--- src/rtl/led_ctrl_pkg.sv ---
// Shared definitions for the LED register-bank write path.
//   SEL_*        : CPU store target selects (low16 / mid8 / high8 / invalid)
//   sched_state_t: write scheduler states (IDLE, ST_HI = status high beat pending)
//   gnt_t        : identity of the requester granted most recently
package led_ctrl_pkg;

    localparam logic [1:0] SEL_LOW  = 2'b00;
    localparam logic [1:0] SEL_MID  = 2'b01;
    localparam logic [1:0] SEL_HIGH = 2'b10;
    localparam logic [1:0] SEL_BAD  = 2'b11;

    typedef enum logic {
        IDLE  = 1'b0,
        ST_HI = 1'b1
    } sched_state_t;

    typedef enum logic {
        GNT_CPU    = 1'b0,
        GNT_STATUS = 1'b1
    } gnt_t;

endpackage

--- src/rtl/led_cpu_fifo.sv ---
// Synchronous store buffer for CPU LED writes. Each entry is {sel[1:0], data}.
//   led_clk : clock (posedge)
//   ledrst  : synchronous active-high reset, empties the buffer
//   push    : write din at the tail (caller guarantees !full)
//   pop     : drop the head entry (caller guarantees !empty)
//   din     : entry to store
//   dout    : current head entry (valid while !empty)
//   full    : DEPTH entries held
//   empty   : no entries held
module led_cpu_fifo #(
    parameter int DEPTH = 2,
    parameter int W     = 18
) (
    input  logic         led_clk,
    input  logic         ledrst,
    input  logic         push,
    input  logic         pop,
    input  logic [W-1:0] din,
    output logic [W-1:0] dout,
    output logic         full,
    output logic         empty
);

    localparam int AW = (DEPTH > 1) ? $clog2(DEPTH) : 1;
    localparam int CW = $clog2(DEPTH) + 1;

    logic [W-1:0]  mem [DEPTH];
    logic [AW-1:0] wr_ptr;
    logic [AW-1:0] rd_ptr;
    logic [CW-1:0] count;

    // Storage carries no reset; only occupied slots are ever read.
    always_ff @(posedge led_clk) begin
        if (!ledrst && push) begin
            mem[wr_ptr] <= din;
        end
    end

    // DEPTH is a power of two, so pointers wrap naturally.
    always_ff @(posedge led_clk) begin
        if (ledrst) begin
            wr_ptr <= '0;
            rd_ptr <= '0;
            count  <= '0;
        end else begin
            if (push) begin
                wr_ptr <= wr_ptr + AW'(1);
            end
            if (pop) begin
                rd_ptr <= rd_ptr + AW'(1);
            end
            count <= count + CW'(push) - CW'(pop);
        end
    end

    always_comb begin
        dout  = mem[rd_ptr];
        full  = (count == CW'(DEPTH));
        empty = (count == '0);
    end

endmodule

--- src/rtl/led_write_sched.sv ---
// Arbitrates and sequences all writes into the 24-bit LED register bank.
// CPU MMIO stores are buffered and issued one beat each; status updates are
// split into a low beat then a high beat with no CPU beat in between.
// Round-robin between the two when both are pending in IDLE.
//   led_clk   : clock (posedge)          ledrst    : sync active-high reset
//   cpu_wr    : CPU store strobe         cpu_sel   : 00 low16 01 mid8 10 high8 11 invalid
//   cpu_wdata : CPU store data           cpu_full  : store buffer full
//   st_req    : status request (level)   st_data   : status word, sampled at grant
//   st_ack    : status word captured     led_write : beat valid
//   led_low/led_mid/led_high : beat target select
//   led_wdata : beat data (holds between beats)
//   busy      : buffer non-empty or high beat pending
//   ovf       : sticky, a CPU store was dropped on a full buffer
module led_write_sched
    import led_ctrl_pkg::*;
#(
    parameter int CPU_FIFO_DEPTH = 2,
    parameter int DATA_W         = 16,
    parameter int LED_W          = 24
) (
    input  logic              led_clk,
    input  logic              ledrst,
    input  logic              cpu_wr,
    input  logic [1:0]        cpu_sel,
    input  logic [DATA_W-1:0] cpu_wdata,
    output logic              cpu_full,
    input  logic              st_req,
    input  logic [LED_W-1:0]  st_data,
    output logic              st_ack,
    output logic              led_write,
    output logic              led_low,
    output logic              led_mid,
    output logic              led_high,
    output logic [DATA_W-1:0] led_wdata,
    output logic              busy,
    output logic              ovf
);

    localparam int ENT_W = DATA_W + 2;
    localparam int HI_W  = LED_W - DATA_W;

    sched_state_t      state;
    gnt_t              last_gnt;
    logic [HI_W-1:0]   hold_hi;

    logic [ENT_W-1:0]  fifo_din;
    logic [ENT_W-1:0]  fifo_dout;
    logic              fifo_push;
    logic              fifo_pop;
    logic              fifo_full;
    logic              fifo_empty;
    logic              cpu_store;
    logic              cpu_gnt;
    logic              st_gnt;
    logic [1:0]        head_sel;
    logic [DATA_W-1:0] head_data;

    led_cpu_fifo #(
        .DEPTH (CPU_FIFO_DEPTH),
        .W     (ENT_W)
    ) u_cpu_fifo (
        .led_clk (led_clk),
        .ledrst  (ledrst),
        .push    (fifo_push),
        .pop     (fifo_pop),
        .din     (fifo_din),
        .dout    (fifo_dout),
        .full    (fifo_full),
        .empty   (fifo_empty)
    );

    always_comb begin
        cpu_store = cpu_wr && (cpu_sel != SEL_BAD);
        fifo_push = cpu_store && !fifo_full;
        fifo_din  = {cpu_sel, cpu_wdata};
        head_sel  = fifo_dout[ENT_W-1 -: 2];
        head_data = fifo_dout[DATA_W-1:0];

        // CPU wins when it is alone, or when status had the previous grant.
        cpu_gnt = 1'b0;
        st_gnt  = 1'b0;
        if (state == IDLE) begin
            if (!fifo_empty && (!st_req || last_gnt == GNT_STATUS)) begin
                cpu_gnt = 1'b1;
            end else if (st_req) begin
                st_gnt = 1'b1;
            end
        end
        fifo_pop = cpu_gnt;

        cpu_full = fifo_full;
        busy     = !fifo_empty || (state != IDLE);
    end

    always_ff @(posedge led_clk) begin
        if (ledrst) begin
            state     <= IDLE;
            last_gnt  <= GNT_STATUS;
            hold_hi   <= '0;
            st_ack    <= 1'b0;
            led_write <= 1'b0;
            led_low   <= 1'b0;
            led_mid   <= 1'b0;
            led_high  <= 1'b0;
            led_wdata <= '0;
            ovf       <= 1'b0;
        end else begin
            led_write <= 1'b0;
            led_low   <= 1'b0;
            led_mid   <= 1'b0;
            led_high  <= 1'b0;
            st_ack    <= 1'b0;

            // Full is judged before any same-edge pop, so the drop is sticky-flagged.
            if (cpu_store && fifo_full) begin
                ovf <= 1'b1;
            end

            case (state)
                IDLE: begin
                    if (cpu_gnt) begin
                        led_write <= (head_sel != SEL_BAD);
                        led_low   <= (head_sel == SEL_LOW);
                        led_mid   <= (head_sel == SEL_MID);
                        led_high  <= (head_sel == SEL_HIGH);
                        led_wdata <= head_data;
                        last_gnt  <= GNT_CPU;
                    end else if (st_gnt) begin
                        led_write <= 1'b1;
                        led_low   <= 1'b1;
                        led_wdata <= st_data[DATA_W-1:0];
                        hold_hi   <= st_data[LED_W-1:DATA_W];
                        st_ack    <= 1'b1;
                        last_gnt  <= GNT_STATUS;
                        state     <= ST_HI;
                    end
                end
                ST_HI: begin
                    led_write <= 1'b1;
                    led_high  <= 1'b1;
                    led_wdata <= DATA_W'(hold_hi);
                    state     <= IDLE;
                end
            endcase
        end
    end

endmodule

--- config.mk ---
export PLATFORM = sky130hd
export DESIGN_NAME = led_write_sched
export DESIGN_NICKNAME = d
export VERILOG_FILES = /design/src/rtl/led_ctrl_pkg.sv /design/src/rtl/led_cpu_fifo.sv /design/src/rtl/led_write_sched.sv
export SDC_FILE = /design/constraint.sdc
export NUM_CORES = 1
export LEC_CHECK = 0
export ABC_AREA = 1
export CORE_MARGIN = 3
export CORE_UTILIZATION = 41
export CTS_BUF_LIST = sky130_fd_sc_hd__clkbuf_4 sky130_fd_sc_hd__clkbuf_8
export DETAILED_ROUTE_END_ITERATION = 10
export PLACE_DENSITY = 0.75
export SLEW_MARGIN = 20
export SYNTH_ARGS = -nofsm -noshare
export SYNTH_HDL_FRONTEND = slang
export SYNTH_SLANG_ARGS = --single-unit
--- constraint.sdc ---
create_clock -name led_clk -period 2.3 [get_ports led_clk]
set_input_delay 0.46 -clock led_clk [delete_from_list [all_inputs] [get_ports led_clk]]
set_output_delay 0.46 -clock led_clk [all_outputs]
set_load 0.02 [all_outputs]
# Yosys cells after proc, flatten, opt, wreduce, memory -nomap -nowiden

Memory sizes are Yosys's and may differ from the RTL's. A register that Yosys moved wholly into a read port is not among the register bits.
Index checks and enable logic that the tools add are counted.

Logic and storage cells: 66
Bits in writable memories: 36
Bits of input ports: 46
Bits in registers: 36
Memories kept: 1

Bitwise logic cells: 2
Equality and inequality tests: 6
Multiplexer cells: 22
Add/subtract/negate cells: 4
Reduce and logical (&&, ||, !) cells: 18

Memory list:

| name           | words | bits a word | read ports | clocked after Yosys merged registers in | write ports | line               | source |
|---|---|---|---|---|---|---|---|
| u_cpu_fifo.mem | 2     | 18          | 1          | 1                                       | 1           | led_cpu_fifo.sv:27 | `logic [W-1:0] mem [DEPTH];` |

Operators by type and width:

| kind                | number |
|---|---|
| $mux 16             | 2 |
| $pmux 16 s2         | 1 |
| $mux 1              | 16 |
| $pmux 1 s2          | 3 |
| $logic_and 1x1->1   | 5 |
| $eq 2x2->1 const B  | 2 |
| $logic_not 1->1     | 4 |
| $logic_not 2->1     | 2 |
| $ne 2x2->1 const B  | 2 |
| $ne 3x2->1 const B  | 1 |
| $reduce_and 3->1    | 1 |
| $reduce_or 3->1     | 1 |
| $add 1x1->1 const B | 2 |
| $add 2x1->2         | 1 |
| $eq 2x1->1 const B  | 1 |
| $logic_or 1x1->1    | 2 |
| $not 1->1           | 2 |
| $reduce_and 2->1    | 1 |
| $reduce_bool 2->1   | 1 |
| $reduce_or 2->1     | 1 |
| $sub 2x1->2         | 1 |

# Longest topological paths before layout

Depth after elaboration: 8
Gate-level depth with buffers: 9
Gate-level depth less buffers: 8

# By module

Synthesis repeated with hierarchy kept, for this count alone.

Cells, all modules: 292
Area total of the unflattened synthesis: 3056.7 sq um

Modules (own cells, without submodules):

| module          | times used | sequential area each (sq um) | area an instance (sq um) | cells an instance |
|---|---|---|---|---|
| led_cpu_fifo    | 1          | 1181.1                       | 1581.5                   | 88 |
| led_write_sched | 1          | 620.6                        | 1475.2                   | 204 |

# Least setup slack after synthesis

No wires, ideal clock.

Path type: input to register
Start: input port cpu_wr
End: memory u_cpu_fifo.mem[1][0] (enable)
Buffers on the path: 0
Cell stages on the path: 4
Arrival time: 2.090 ns
Slack: -0.205 ns
Data required time: 1.884 ns
Library setup time: 0.416 ns
Cell sequence: inv_1 > a21oi_1 > o21ai_0 > nor3_1

Cells in the longest elaborated chain, start to end: 5

Ends and longest elaborated chain:

| item                         | line                  | source |
|---|---|---|
| start: declaration           | led_write_sched.sv:23 | `input logic cpu_wr,` |
| $logic_and 1x1->1            | led_write_sched.sv:73 | `cpu_store = cpu_wr && (cpu_sel != SEL_BAD);` |
| $logic_and 1x1->1            | led_write_sched.sv:74 | `fifo_push = cpu_store && !fifo_full;` |
| $logic_and 1x1->1            | led_cpu_fifo.sv:34    | `if (!ledrst && push) begin` |
| $mux 1                       | led_cpu_fifo.sv:34    |  |
| $mux 1 (implied by the code) | led_cpu_fifo.sv:35    | `mem[wr_ptr] <= din;` |
| end: declaration             | led_cpu_fifo.sv:27    |  |

Every way passes these cells.

==> impl_metrics.json <==
{
  "r2r_start": "u_cpu_fifo.count[0]$_SDFF_PP0_",
  "status": "finished clean",
  "crit_arrival_ns": 1.67,
  "vias": 2403,
  "powerDensity_nw_per_um2": 924.2,
  "dieWidth_um": 91.89,
  "finalClockSkew_ns": 0.008101,
  "slew_violations": 0,
  "hold_ws_ns": 0.4569,
  "avgSynthCellArea_um2": 8.895,
  "p_leak_nw": 1.709,
  "startpoint": "st_ack$_SDFF_PP0_",
  "hold_buffers": 0,
  "yosysWarnings": 0,
  "relSlewSlack_pct": 58.20,
  "ys_seq_area_share_pct": 59.58,
  "track_usage_pct": 15.97,
  "antenna_found_initial": 0,
  "dpl.hpwl_um": 4816,
  "synth_top_family_by_area": "simple AND/OR/NAND/NOR gates",
  "cts_buffers": 9,
  "clock.fmax_mhz": 470.3,
  "drv_cap": 0,
  "ys_ff_latch": 72,
  "r2r_slack_ns": 0.77,
  "drive_gt1_share_pct": 10.17,
  "clk_latency_ns": 0.34,
  "setup_viol": 0,
  "synthCells": 340,
  "grt_max_degree": 20,
  "worstHoldPathCells": 2,
  "n_antenna_cell": 0,
  "grt_pass1_vias": 2327,
  "syn2layout_area_growth_pct": 32.44,
  "routabilityCongestion": 0.8331,
  "cts.sinks": 72,
  "synth_cell_types": 27,
  "synth_compound_area_share_pct": 11.01,
  "power.total_mw": 3.701,
  "die_area_um2": 8443,
  "syn_nets": 386,
  "period_share_pct": 92.46,
  "tns_ns": 0,
  "crit_fanout": 10,
  "drt-total-wl_um": 6563,
  "clk_path_buf_depth": 2,
  "synthMuxAreaShare_pct": 0,
  "irDropWorstVdd_v": 0.0004626,
  "root_buffer": "clkbuf_8",
  "synth_area_leader_cell": "edfxtp_1",
  "path_class": "flip-flop to output pin",
  "hold_viol_final": 0,
  "yosysTopAreaCellShare_pct": 35.75,
  "row_count": 30,
  "final_nets": 464,
  "hp-class": "flip-flop to flip-flop",
  "drt_pass1_iterations": 6,
  "num_io_pins": 70,
  "die_height_um": 91.89,
  "period_needed_ns": 2.127,
  "crit_path_start_kind": "flip-flop",
  "synth_area_um2": 3024,
  "core_um2": 6982,
  "htreeDepth": 3,
  "cts_resized": 1,
  "r2r_cells": 5,
  "cp-end-kind": "output pin",
  "crit_required_ns": 1.84,
  "path_clk_slew_ns": 0.07,
  "rsz0062_at_grt": "false",
  "cp-endpoint": "busy",
  "worstMarginPinSlew_ns": 0.6204,
  "r2r_end": "led_wdata[0]$_SDFFE_PP0P_",
  "io_buffers": 69,
  "cts_tree": "built",
  "drcViolationCount": 0,
  "postRouteAntennaNets": 0,
  "drt_iter0_drc": 158,
  "grt_overflow": 0,
  "post-cts-setup-buffers": 0,
  "routed_via_density": 4.630,
  "grt_pass1_wl_um": 10560,
  "synth_fa_ha_area_share_pct": 0,
  "synth.area.top_cells": "edfxtp_1 36%, dfxtp_1 24%, nand2_1 11%",
  "yosys.area_share.xor_xnor_pct": 0.2896,
  "start_util_pct": 43.32,
  "synthSimpleGateAreaFrac_pct": 20.48,
  "avgRoutedWirePerCell_um": 12.65
}
## worst max-delay path: stages, from the launching register on
cell and delay, ns:
dfxtp_2 0.49, inv_4 0.11, nand2_1 0.12, clkdlybuf4s50_1 0.61
## state kept, by name, indices dropped and copies added, names as in the netlist, named ones only
signal / count
st_ack: 1
u_cpu_fifo.wr_ptr: 1
u_cpu_fifo.count: 2
ovf: 1
led_mid: 1
led_write: 1
last_gnt: 1
led_wdata: 16
led_low: 1
u_cpu_fifo.rd_ptr: 1
hold_hi: 8
led_high: 1
u_cpu_fifo.mem: 36
## final cells by class
cell class                      instances  area, um2
Clock buffer                           12      146.4
Inverter                               46      175.2
Timing Repair Buffer                   80      773.2
Sequential cell                        72       1803
Clock inverter                          4      21.27
Tap cell                               96      120.1
Fill cell                             637       2977
Multi-Input combinational cell        209      965.9
## worst min path at each step
stage,slack (ns),start,end
4_1_cts,0.45,hold_hi[2]$_SDFFE_PP0P_,hold_hi[2]$_SDFFE_PP0P_
2_1_floorplan,0.42,hold_hi[2]$_SDFFE_PP0P_,hold_hi[2]$_SDFFE_PP0P_
3_3_place_gp,0.44,hold_hi[2]$_SDFFE_PP0P_,hold_hi[2]$_SDFFE_PP0P_
5_1_grt,0.49,hold_hi[2]$_SDFFE_PP0P_,hold_hi[2]$_SDFFE_PP0P_
3_5_place_dp,0.44,hold_hi[2]$_SDFFE_PP0P_,hold_hi[2]$_SDFFE_PP0P_
6_report,0.46,hold_hi[2]$_SDFFE_PP0P_,hold_hi[2]$_SDFFE_PP0P_
## routing by layer
layer | vias to the layer above | track usage, % | routed length (um)
met5 | - | 0 | 0
met2 | 67 | 25.61 | 3122
met3 | 12 | 4.430 | 337
met4 | 0 | 6.436 | 116
met1 | 1082 | 20.41 | 2986
li1 | 1242 | - | -
## power by group
group	total [mW]	internal (mW)	leakage (nW)	switching, mW
Combinational	1.24	0.487	0.988	0.751
Clock	0.859	0.423	0.0947	0.436
Sequential	1.60	1.52	0.627	0.0832
Total	3.70	2.43	1.71	1.27
## per-stage QoR
step                utilization, %  instance area (um2)  std cells  setup WS, ns
global route                 57.37                 4005        519       0.08149
detailed placement           54.95                 3836        503        0.1382
floorplan                        -                 3029        340        0.1325
global placement             54.95                 3836        503        0.2124
CTS                          57.37                 4005        519        0.1567
finish                       57.37                 4005        519        0.1735
## cell families (layout without fill, tap and decap cells)
group,count (synthesis),count (layout)
AND/OR/NAND/NOR,148,148
flip-flops,72,72
AO/OA/AOI/OAI,60,60
XOR/XNOR,1,1
buffers and inverters,59,142
## synthesized netlist by cell type
library cell / instances
nand3_1: 3
xor2_1: 1
o21ai_0: 20
nor4_2: 1
nand3b_1: 1
nand2_1: 85
nand3_2: 3
a31oi_1: 1
buf_6: 3
a21oi_4: 1
dfxtp_1: 36
o21bai_1: 7
nand2_4: 2
clkbuf_1: 2
a21oi_1: 30
inv_4: 1
nor3_1: 1
edfxtp_1: 36
inv_1: 41
inv_2: 4
nand4_1: 3
o211ai_1: 1
buf_2: 6
nor2_1: 47
nor2_2: 1
buf_4: 2
nand2_2: 1
## layout by cell type, fill, tap and decap left out
cell / netlist / layout
nand2_1: 85 / 85
clkdlybuf4s50_1: 0 / 69
nor2_1: 47 / 47
inv_1: 41 / 41
edfxtp_1: 36 / 36
dfxtp_1: 36 / 35
a21oi_1: 30 / 30
o21ai_0: 20 / 20
buf_4: 2 / 11
clkbuf_8: 0 / 9
o21bai_1: 7 / 7
inv_2: 4 / 4
nand3_2: 3 / 3
nand4_1: 3 / 3
nand3_1: 3 / 3
clkbuf_4: 0 / 3
clkinv_2: 0 / 3
inv_4: 1 / 2
nand2_4: 2 / 2
nor3_2: 0 / 1
nor2_2: 1 / 1
nand2_2: 1 / 1
xor2_1: 1 / 1
a21oi_4: 1 / 1
a31oi_1: 1 / 1
nand3b_1: 1 / 1
nor4_2: 1 / 1
o211ai_1: 1 / 1
dfxtp_2: 0 / 1
Power figures use the tool's default switching activity.
